--- config.mk ---
export PLATFORM = sky130hd
export DESIGN_NAME = uart_tx_arbiter_flat
export DESIGN_NICKNAME = d
export VERILOG_FILES = /design/src/rtl/uart_tx_arbiter_if.sv /design/src/rtl/uart_tx_arbiter.sv /design/src/flat_wrapper.sv
export SDC_FILE = /design/constraint.sdc
export NUM_CORES = 1
export LEC_CHECK = 0
export ABC_AREA = 1
export ABC_CLOCK_PERIOD_IN_PS = 3400
export CORE_MARGIN = 10
export CORE_UTILIZATION = 45
export CTS_CLUSTER_SIZE = 10
export DETAILED_ROUTE_END_ITERATION = 8
export MAX_ROUTING_LAYER = met4
export PLACE_DENSITY = 0.85
export SYNTH_ARGS = -nofsm -noshare
export SYNTH_HDL_FRONTEND = slang
export SYNTH_SLANG_ARGS = --single-unit
--- constraint.sdc ---
create_clock -name clk -period 3.4 [get_ports clk]
set_input_delay 1.02 -clock clk [delete_from_list [all_inputs] [get_ports clk]]
set_output_delay 1.02 -clock clk [all_outputs]
set_load 0.005 [all_outputs]
--- src/rtl/uart_tx_arbiter_if.sv ---
// Bundle of signals between the byte requesters, the arbiter and uart_tx.
// The master modport is the arbiter's view. The slave modport is the view of
// the surrounding logic: the requesters and the uart_tx Busy line.
interface uart_tx_arbiter_if #(
  parameter int NUM_REQ = 4
);
  localparam int ID_W = (NUM_REQ > 1) ? $clog2(NUM_REQ) : 1;

  logic [NUM_REQ-1:0]   req_valid;
  logic [8*NUM_REQ-1:0] req_data;
  logic [NUM_REQ-1:0]   req_ready;
  logic                 tx_busy;
  logic [7:0]           tx_p_data;
  logic                 tx_data_valid;
  logic [ID_W-1:0]      grant_id;
  logic                 arb_busy;

  modport master (
    input  req_valid, req_data, tx_busy,
    output req_ready, tx_p_data, tx_data_valid, grant_id, arb_busy
  );

  modport slave (
    output req_valid, req_data, tx_busy,
    input  req_ready, tx_p_data, tx_data_valid, grant_id, arb_busy
  );
endinterface

--- src/rtl/uart_tx_arbiter.sv ---
// Round-robin arbiter that shares one uart_tx between NUM_REQ byte sources.
// Each grant takes one byte. The byte is issued as a one-cycle DATA_VALID pulse.
// The next grant waits until uart_tx has raised Busy and then dropped it again.
// If Busy does not rise within BUSY_WAIT cycles, the same byte is pulsed again.
// Optional feature macro: UART_ARB_BURST_EN. When it is defined, the current
// grantee may keep the grant for up to MAX_BURST consecutive bytes.
module uart_tx_arbiter #(
  parameter int NUM_REQ   = 4,
  parameter int BUSY_WAIT = 4,
  parameter int MAX_BURST = 4
) (
  input logic               clk,
  input logic               rst_n,
  uart_tx_arbiter_if.master bus
);
  localparam int ID_W    = (NUM_REQ > 1) ? $clog2(NUM_REQ) : 1;
  localparam int RETRY_W = (BUSY_WAIT > 1) ? $clog2(BUSY_WAIT) : 1;
  localparam logic [RETRY_W-1:0] RETRY_LAST = RETRY_W'(BUSY_WAIT - 1);

  typedef enum logic [1:0] {IDLE, ISSUE, WAIT_BUSY, WAIT_DONE} state_t;

  state_t             state, state_next;
  logic [ID_W-1:0]    grant_id, winner, cand;
  logic [7:0]         tx_p_data, sel_byte;
  logic               tx_data_valid;
  logic [RETRY_W-1:0] retry_cnt;
  logic [NUM_REQ-1:0] req_ready;
  logic               accept;

`ifdef UART_ARB_BURST_EN
  localparam int BURST_W = (MAX_BURST > 1) ? $clog2(MAX_BURST) : 1;
  logic [BURST_W-1:0] burst_cnt;
  logic               burst_hold;
  logic               burst_again;
`endif

  // Pick the next grantee: the first valid index after the last grantee, with wrap.
  always_comb begin
    // NOTE: every variable written here gets a default first, so no path can leave it unassigned and infer a latch.
    winner   = grant_id;
    cand     = grant_id;
    sel_byte = '0;
    // Scan from the farthest offset down to the nearest. The nearest valid index is written last, so it wins.
    for (int off = NUM_REQ; off >= 1; off--) begin
      cand = ID_W'((int'(grant_id) + off) % NUM_REQ);
      if (bus.req_valid[cand]) winner = cand;
    end
`ifdef UART_ARB_BURST_EN
    if (burst_hold && bus.req_valid[grant_id]) winner = grant_id;
`endif
    for (int i = 0; i < NUM_REQ; i++) begin
      if (winner == ID_W'(i)) sel_byte = bus.req_data[8*i +: 8];
    end
  end

  // Next-state logic and the combinational ready strobe, which is asserted only in IDLE.
  always_comb begin
    state_next = state;
    req_ready  = '0;
    accept     = 1'b0;
    case (state)
      IDLE: begin
        if (!bus.tx_busy && |bus.req_valid) begin
          accept            = 1'b1;
          req_ready[winner] = 1'b1;
          state_next        = ISSUE;
        end
      end
      ISSUE:     state_next = WAIT_BUSY;
      WAIT_BUSY: begin
        if (bus.tx_busy)                    state_next = WAIT_DONE;
        else if (retry_cnt == RETRY_LAST)   state_next = ISSUE;
      end
      WAIT_DONE: if (!bus.tx_busy) state_next = IDLE;
      default:   state_next = IDLE;
    endcase
  end

  // State register.
  always_ff @(posedge clk or negedge rst_n) begin
    if (!rst_n) state <= IDLE;
    else        state <= state_next;
  end

  // Latch the byte and grantee on accept. The valid pulse tracks entry into ISSUE.
  always_ff @(posedge clk or negedge rst_n) begin
    if (!rst_n) begin
      tx_p_data     <= 8'h00;
      tx_data_valid <= 1'b0;
      grant_id      <= ID_W'(NUM_REQ - 1);
    end else begin
      // NOTE: sequential state uses non-blocking assignments so every flop samples pre-edge values.
      tx_data_valid <= (state_next == ISSUE);
      if (accept) begin
        tx_p_data <= sel_byte;
        grant_id  <= winner;
      end
    end
  end

  // Count the cycles spent in WAIT_BUSY since the last pulse.
  always_ff @(posedge clk or negedge rst_n) begin
    if (!rst_n)                  retry_cnt <= '0;
    else if (state == WAIT_BUSY) retry_cnt <= retry_cnt + RETRY_W'(1);
    else                         retry_cnt <= '0;
  end

`ifdef UART_ARB_BURST_EN
  assign burst_again = bus.req_valid[grant_id] && (burst_cnt < BURST_W'(MAX_BURST - 1));

  // Burst bookkeeping. The decision is made on the WAIT_DONE -> IDLE transition.
  always_ff @(posedge clk or negedge rst_n) begin
    if (!rst_n) begin
      burst_cnt  <= '0;
      burst_hold <= 1'b0;
    end else if (state == WAIT_DONE && state_next == IDLE) begin
      if (burst_again) begin
        burst_cnt  <= burst_cnt + BURST_W'(1);
        burst_hold <= 1'b1;
      end else begin
        burst_cnt  <= '0;
        burst_hold <= 1'b0;
      end
    end else if (accept) begin
      burst_hold <= 1'b0;
      if (!(burst_hold && bus.req_valid[grant_id])) burst_cnt <= '0;
    end
  end
`endif

  assign bus.req_ready     = req_ready;
  assign bus.tx_p_data     = tx_p_data;
  assign bus.tx_data_valid = tx_data_valid;
  assign bus.grant_id      = grant_id;
  assign bus.arb_busy      = (state != IDLE);
endmodule
--- src/flat_wrapper.sv ---
// flat-port wrapper written by rule: the top's interface ports become plain ports
module uart_tx_arbiter_flat 
#(
  parameter int NUM_REQ   = 4,
  parameter int BUSY_WAIT = 4,
  parameter int MAX_BURST = 4
)
  (clk, rst_n, bus_req_valid, bus_req_data, bus_tx_busy, bus_req_ready, bus_tx_p_data, bus_tx_data_valid, bus_grant_id, bus_arb_busy);
  uart_tx_arbiter_if #(.NUM_REQ(NUM_REQ)) bus_i ();
  input logic clk;
  input logic rst_n;
  input wire logic [$bits(bus_i.req_valid)-1:0] bus_req_valid;
  input wire logic [$bits(bus_i.req_data)-1:0] bus_req_data;
  input wire logic [$bits(bus_i.tx_busy)-1:0] bus_tx_busy;
  output wire logic [$bits(bus_i.req_ready)-1:0] bus_req_ready;
  output wire logic [$bits(bus_i.tx_p_data)-1:0] bus_tx_p_data;
  output wire logic [$bits(bus_i.tx_data_valid)-1:0] bus_tx_data_valid;
  output wire logic [$bits(bus_i.grant_id)-1:0] bus_grant_id;
  output wire logic [$bits(bus_i.arb_busy)-1:0] bus_arb_busy;
  assign bus_i.req_valid = bus_req_valid;
  assign bus_i.req_data = bus_req_data;
  assign bus_i.tx_busy = bus_tx_busy;
  assign bus_req_ready = bus_i.req_ready;
  assign bus_tx_p_data = bus_i.tx_p_data;
  assign bus_tx_data_valid = bus_i.tx_data_valid;
  assign bus_grant_id = bus_i.grant_id;
  assign bus_arb_busy = bus_i.arb_busy;
  uart_tx_arbiter #(.NUM_REQ(NUM_REQ), .BUSY_WAIT(BUSY_WAIT), .MAX_BURST(MAX_BURST)) u_core (.clk(clk), .rst_n(rst_n), .bus(bus_i));
endmodule
======== Yosys cells after proc, flatten, opt, wreduce, memory -nomap -nowiden ========
Index checks and enable logic that the tools add are counted.
cells by class
  $add $sub $neg .......................... 5
  $lt $le $gt $ge ......................... 6
  equal/unequal tests ..................... 8
  multiplexer cells ....................... 28
  reduce and logical (&&, ||, !) cells .... 7
operator list
  kind                                                  number
  two-way mux 8 bit                                     4
  two-way mux 2 bit                                     9
  < comparator 2 x 3 -> 1 bit (second input constant)   5
  equality test 2 bit (second input constant)           5
  binary-select mux 1 bit (select 2 bit)                4
  two-way mux 4 bit                                     2
  case mux 2 bit (4 select lines)                       1
  two-way mux 1 bit                                     7
  adder 2 x 1 -> 2 bit (second input constant)          3
  equality test 2 x 1 -> 1 bit (second input constant)  3
  adder 2 bit (second input constant)                   2
  zero test 2 bit                                       2
  OR reduction 4 bit                                    1
  demux 1 bit (select 2 bit)                            1
  >= comparator 2 x 1 -> 1 bit (second input constant)  1
  logical AND 1 bit                                     2
  nonzero test 2 bit                                    1
  zero test 1 bit                                       1
storage, ports and cells
  output and inout port bits .............. 16
  bits in registers ....................... 15
  word-level logic and storage cells ...... 59
  input port bits ......................... 39

======== Logic depth before layout (Yosys ltp) ========
  depth after elaboration ................. 13
  mapped depth ............................ 16

======== Least setup slack after synthesis ========
OpenSTA, ideal clock, no wires.
  kind .................................... input to output
  start point ............................. input port bus_req_valid[3]
  end point ............................... output port bus_req_ready[1]
  path slack .............................. 471 ps
  cell stages on the path ................. 11
  buffers on the path ..................... 1
  data arrival time ....................... 1,909 ps
  data required time ...................... 2,380 ps
  cell sequence ........................... inv_1 -> nand2_1 -> nand3_1 -> nand2_1 -> inv_2 -> nand2_4 -> nand2_2 -> nand2_4 -> nand2_8 -> buf_12 -> nor3_1
on the way
  cells in the longest elaborated chain, start to end .. 12
RTL lines
  element                                                                                            line                   text
  start: declaration                                                                                 flat_wrapper.sv:12     input wire logic [$bits(bus_i.req_valid)-1:0] bus_req_valid;
  binary-select mux 1 bit (select 2 bit)                                                             uart_tx_arbiter.sv:46  if (bus.req_valid[cand]) winner = cand;
  two-way mux 1 bit (implied by the code)                                                            uart_tx_arbiter.sv:46
  two-way mux 2 bit (4 in a row)                                                                     uart_tx_arbiter.sv:46
  < comparator 2 x 3 -> 1 bit (implied by the code) or >= comparator 2 x 1 -> 1 bit (tied branches)  uart_tx_arbiter.sv:65  req_ready[winner] = 1'b1;
  logical AND 1 bit (implied by the code)                                                            uart_tx_arbiter.sv:65
  two-way mux 1 bit (implied by the code)                                                            uart_tx_arbiter.sv:65
  demux 1 bit (select 2 bit)                                                                         --
  two-way mux 4 bit (*)                                                                              uart_tx_arbiter.sv:63  if (!bus.tx_busy && |bus.req_valid) begin
  two-way mux 4 bit (*)                                                                              uart_tx_arbiter.sv:61  case (state)
  end: declaration                                                                                   flat_wrapper.sv:15     output wire logic [$bits(bus_i.req_ready)-1:0] bus_req_ready;
Mark *: on every way between the ends. The rest lies on a longest branch, timed or not. The select of a mux whose other input is x is not followed.

======== Worst setup path after layout ========
  start point ............................. input port bus_req_valid[3]
  end point ............................... output port bus_req_ready[2]
The elaborated chain is that of the path after synthesis.

==> results.toml <==
[grt]
grt_overflow = 0
grt_pass1_vias = 1291
grt_max_degree = 16
antenna_found_initial = 0
grt_pass1_wl_mm = 5.82
track_usage = 0.137

[synth]
yosysMostFrequentCell = "nand2_1"
ys_ff_latch = 15
yosysWarnings = 0
synthTopCellsByCount = "nand2_1 (39), nor2_1 (23), inv_1 (21), nand2_2 (16), dfrtp_1 (13)"
synth_cell_types = 31
yosysTopAreaCellShare = 0.258
syn_inst = 175
syn_area_sq_mm = 0.00126
synth_edf_count = 0
synth_flop_cell = "dfrtp_1"
synth_nets = 215
ys_seq_area_frac = 0.300
synth_top_area_cell = "dfrtp_1"
async_flop_share = 1.00
syn_avg_cell_area_sq_um = 7.21
synthTopCellsByArea = "dfrtp_1 (26%), nand2_1 (12%), nand2_2 (7.9%), nor2_1 (6.8%), inv_1 (6.3%)"

[power_and_ir_drop]
netSwitchingFraction = 0.482
clkPwrFrac = 0.055
finalPower_uw = 1830
p_int_uw = 946
power.density_mw_per_mm2 = 947
max-vdd-ir-drop_v = 0.000809
p_sw_uw = 880
p_comb_frac = 0.760
leakage_uw = 0.000970
power_frac_seq = 0.186

[route]
wl_per_cell_um = 12.6
route.detailed.drc = 0
drtIter0Drc = 44
drt_wl_total_mm = 3.47
vias_per_cell = 4.68
first_pass_iters = 4
dr_total_vias = 1287
ant_nets = 0

[timing]
finalHoldViolCount = 0
fin_crit_sh = 0.951
fin_setup_tns_ps = 0
maxSlewHeadroom = 0.576
rsz0062_at_grt = "no"
period_minus_slack_ps = 3230
fmax_mhz = 309
fin_worst_skew_ps = 2.46
worst_pin_slew_ps = 634
finalSetupViolCount = 0
drv_slew = 0
worst_hold_slack_ps = 434

[die]
start_util = 0.465
dieArea_sq_mm = 0.00532
rows = 19
coreArea_sq_mm = 0.00271
die_h_um = 72.9
die_w_um = 72.9
ios = 55

[cells_and_area]
fin_nets = 285
multiInputGateArea_sq_um = 738
seqCellArea_sq_um = 378
drive_above_1_share = 0.279
num-fill-cells = 244
antenna_cells = 0
syn_to_final_growth_pct = 52.9

[run]
cap_violations = 0

[clock_network]
cts-root-buf = "clkbuf_4"
cts_tree = "built"
clk_latency_ps = 280
cts.clk_slew.worst_paths_ps = 90
htreeDepth = 1
cts_buffers = 3
clkSinkCount = 15
ctsLongestPathBuffers = 2

[placed_design]
port_buffers = 54
hpwl_mm = 2.95
globalplace.congestion = 0.823

[setup_path]
cp_max_fo = 6
slowest_stage = "dlygate4sd2_1"
crit_path_cell_trace = "dlygate4sd2_1 > inv_1 > nand2_1 > nand3_1 > nand2_1 > inv_2 > nand2_4 > nand2_4 > nand2_4 > nand2_8 > inv_1 > nor2_1 > buf_2"
timing.reg2reg.setup_slack_ps = 1330
critPathCaptureType = "primary output"
criticalPathCategory = "in -> out"
slowest_delay_ps = 270
critPathCapture = "bus_req_ready[2]"
critPathRequiredTime_ps = 2380
startpoint_type = "input port"
cp_common_cell = "nand2_4"
reg2reg_from = "u_core.bus.grant_id[0]"
reg2reg_to = "u_core.bus.tx_p_data[2]"
crit_start = "bus_req_valid[3]"
worstPathArrival_ps = 2210
reg2reg_depth = 14

[outcome]
status = "completed"

[worst_hold_path]
hp-class = "reg -> reg"
==> cell families after synthesis <==
family | Yosys count | synth area share
flip-flops | 15 | 0.300
adder cells (fa/ha/maj) | 1 | 0.00992
AO/OA/AOI/OAI | 14 | 0.0734
AND/OR/NAND/NOR | 113 | 0.492
buffers and inverters | 32 | 0.125
==> routing by layer <==
metal	wire length, um	up-vias	global-route usage
li1	-	685	-
met5	0	-	-
met1	1570	549	0.160
met3	298	7	0.0571
met2	1550	46	0.211
met4	51	0	0.0401
==> worst min path at each step <==
stage	from	end	slack, ps	cells after the start
3_3_place_gp	u_core.retry_cnt[0]	u_core.retry_cnt[0]	420	1
3_5_place_dp	u_core.retry_cnt[0]	u_core.retry_cnt[0]	430	1
5_1_grt	u_core.retry_cnt[0]	u_core.retry_cnt[0]	480	1
2_1_floorplan	u_core.retry_cnt[0]	u_core.retry_cnt[0]	410	1
6_report	u_core.retry_cnt[0]	u_core.retry_cnt[0]	430	1
4_1_cts	u_core.retry_cnt[0]	u_core.retry_cnt[0]	440	1
==> power groups by stage <==
stage,registers [uW],logic [uW],clock network [uW]
3_5_place_dp,343,1350,0
6_report,339,1390,100
3_3_place_gp,343,1320,0
5_1_grt,352,1530,113
2_1_floorplan,323,925,0
4_1_cts,341,1400,103
==> worst max-delay path, delay by kind of cell <==
kind	cells	cell delay (ps)
and+or+nand+nor	8	600
buffers and inverters	5	580
==> registers in the layout, summed over array words and instances, names as in the netlist <==
register	flops
u_core.bus.tx_data_valid	1
u_core.bus.grant_id	2
u_core.bus.tx_p_data	8
u_core.state	2
u_core.retry_cnt	2
==> per-stage QoR <==
stage / setup slack [ps] / area [sq um] / instances / utilization
floorplan: 471 / 1260 / 175 / -
global placement: -438 / 1900 / 269 / 0.701
detailed placement: -518 / 1900 / 269 / 0.701
CTS: 154 / 1930 / 275 / 0.711
global route: 12.2 / 1930 / 275 / 0.711
finish: 165 / 1930 / 275 / 0.711
==> timing repair <==
action / in CTS / in global routing
hold buffers: 0 / 0
gates resized for setup: 23 / 0
setup buffers: 2 / 0
setup endpoints to repair: 4 / 0
endpoints found under the hold margin: 0 / 0
==> area by class of cell <==
class                   instances  share of cell area
inverters                      27              0.0578
well taps                      31              0.0201
repair buffers                 70               0.330
multi-input cells             128               0.383
flip-flops and latches         15               0.196
clock buffers                   4              0.0136
==> cell usage in the layout (no fill, tap or decap), types with 5 or more instances in the layout <==
master / netlist / layout
nand2_2: 16 / 16
nand2_1: 39 / 38
nand3_1: 11 / 11
dfrtp_1: 13 / 13
nor2_1: 23 / 23
o21ai_0: 5 / 5
clkdlybuf4s50_1: 0 / 46
buf_4: 1 / 16
inv_1: 21 / 21
Note: power is estimated with default switching activity, not from simulation.
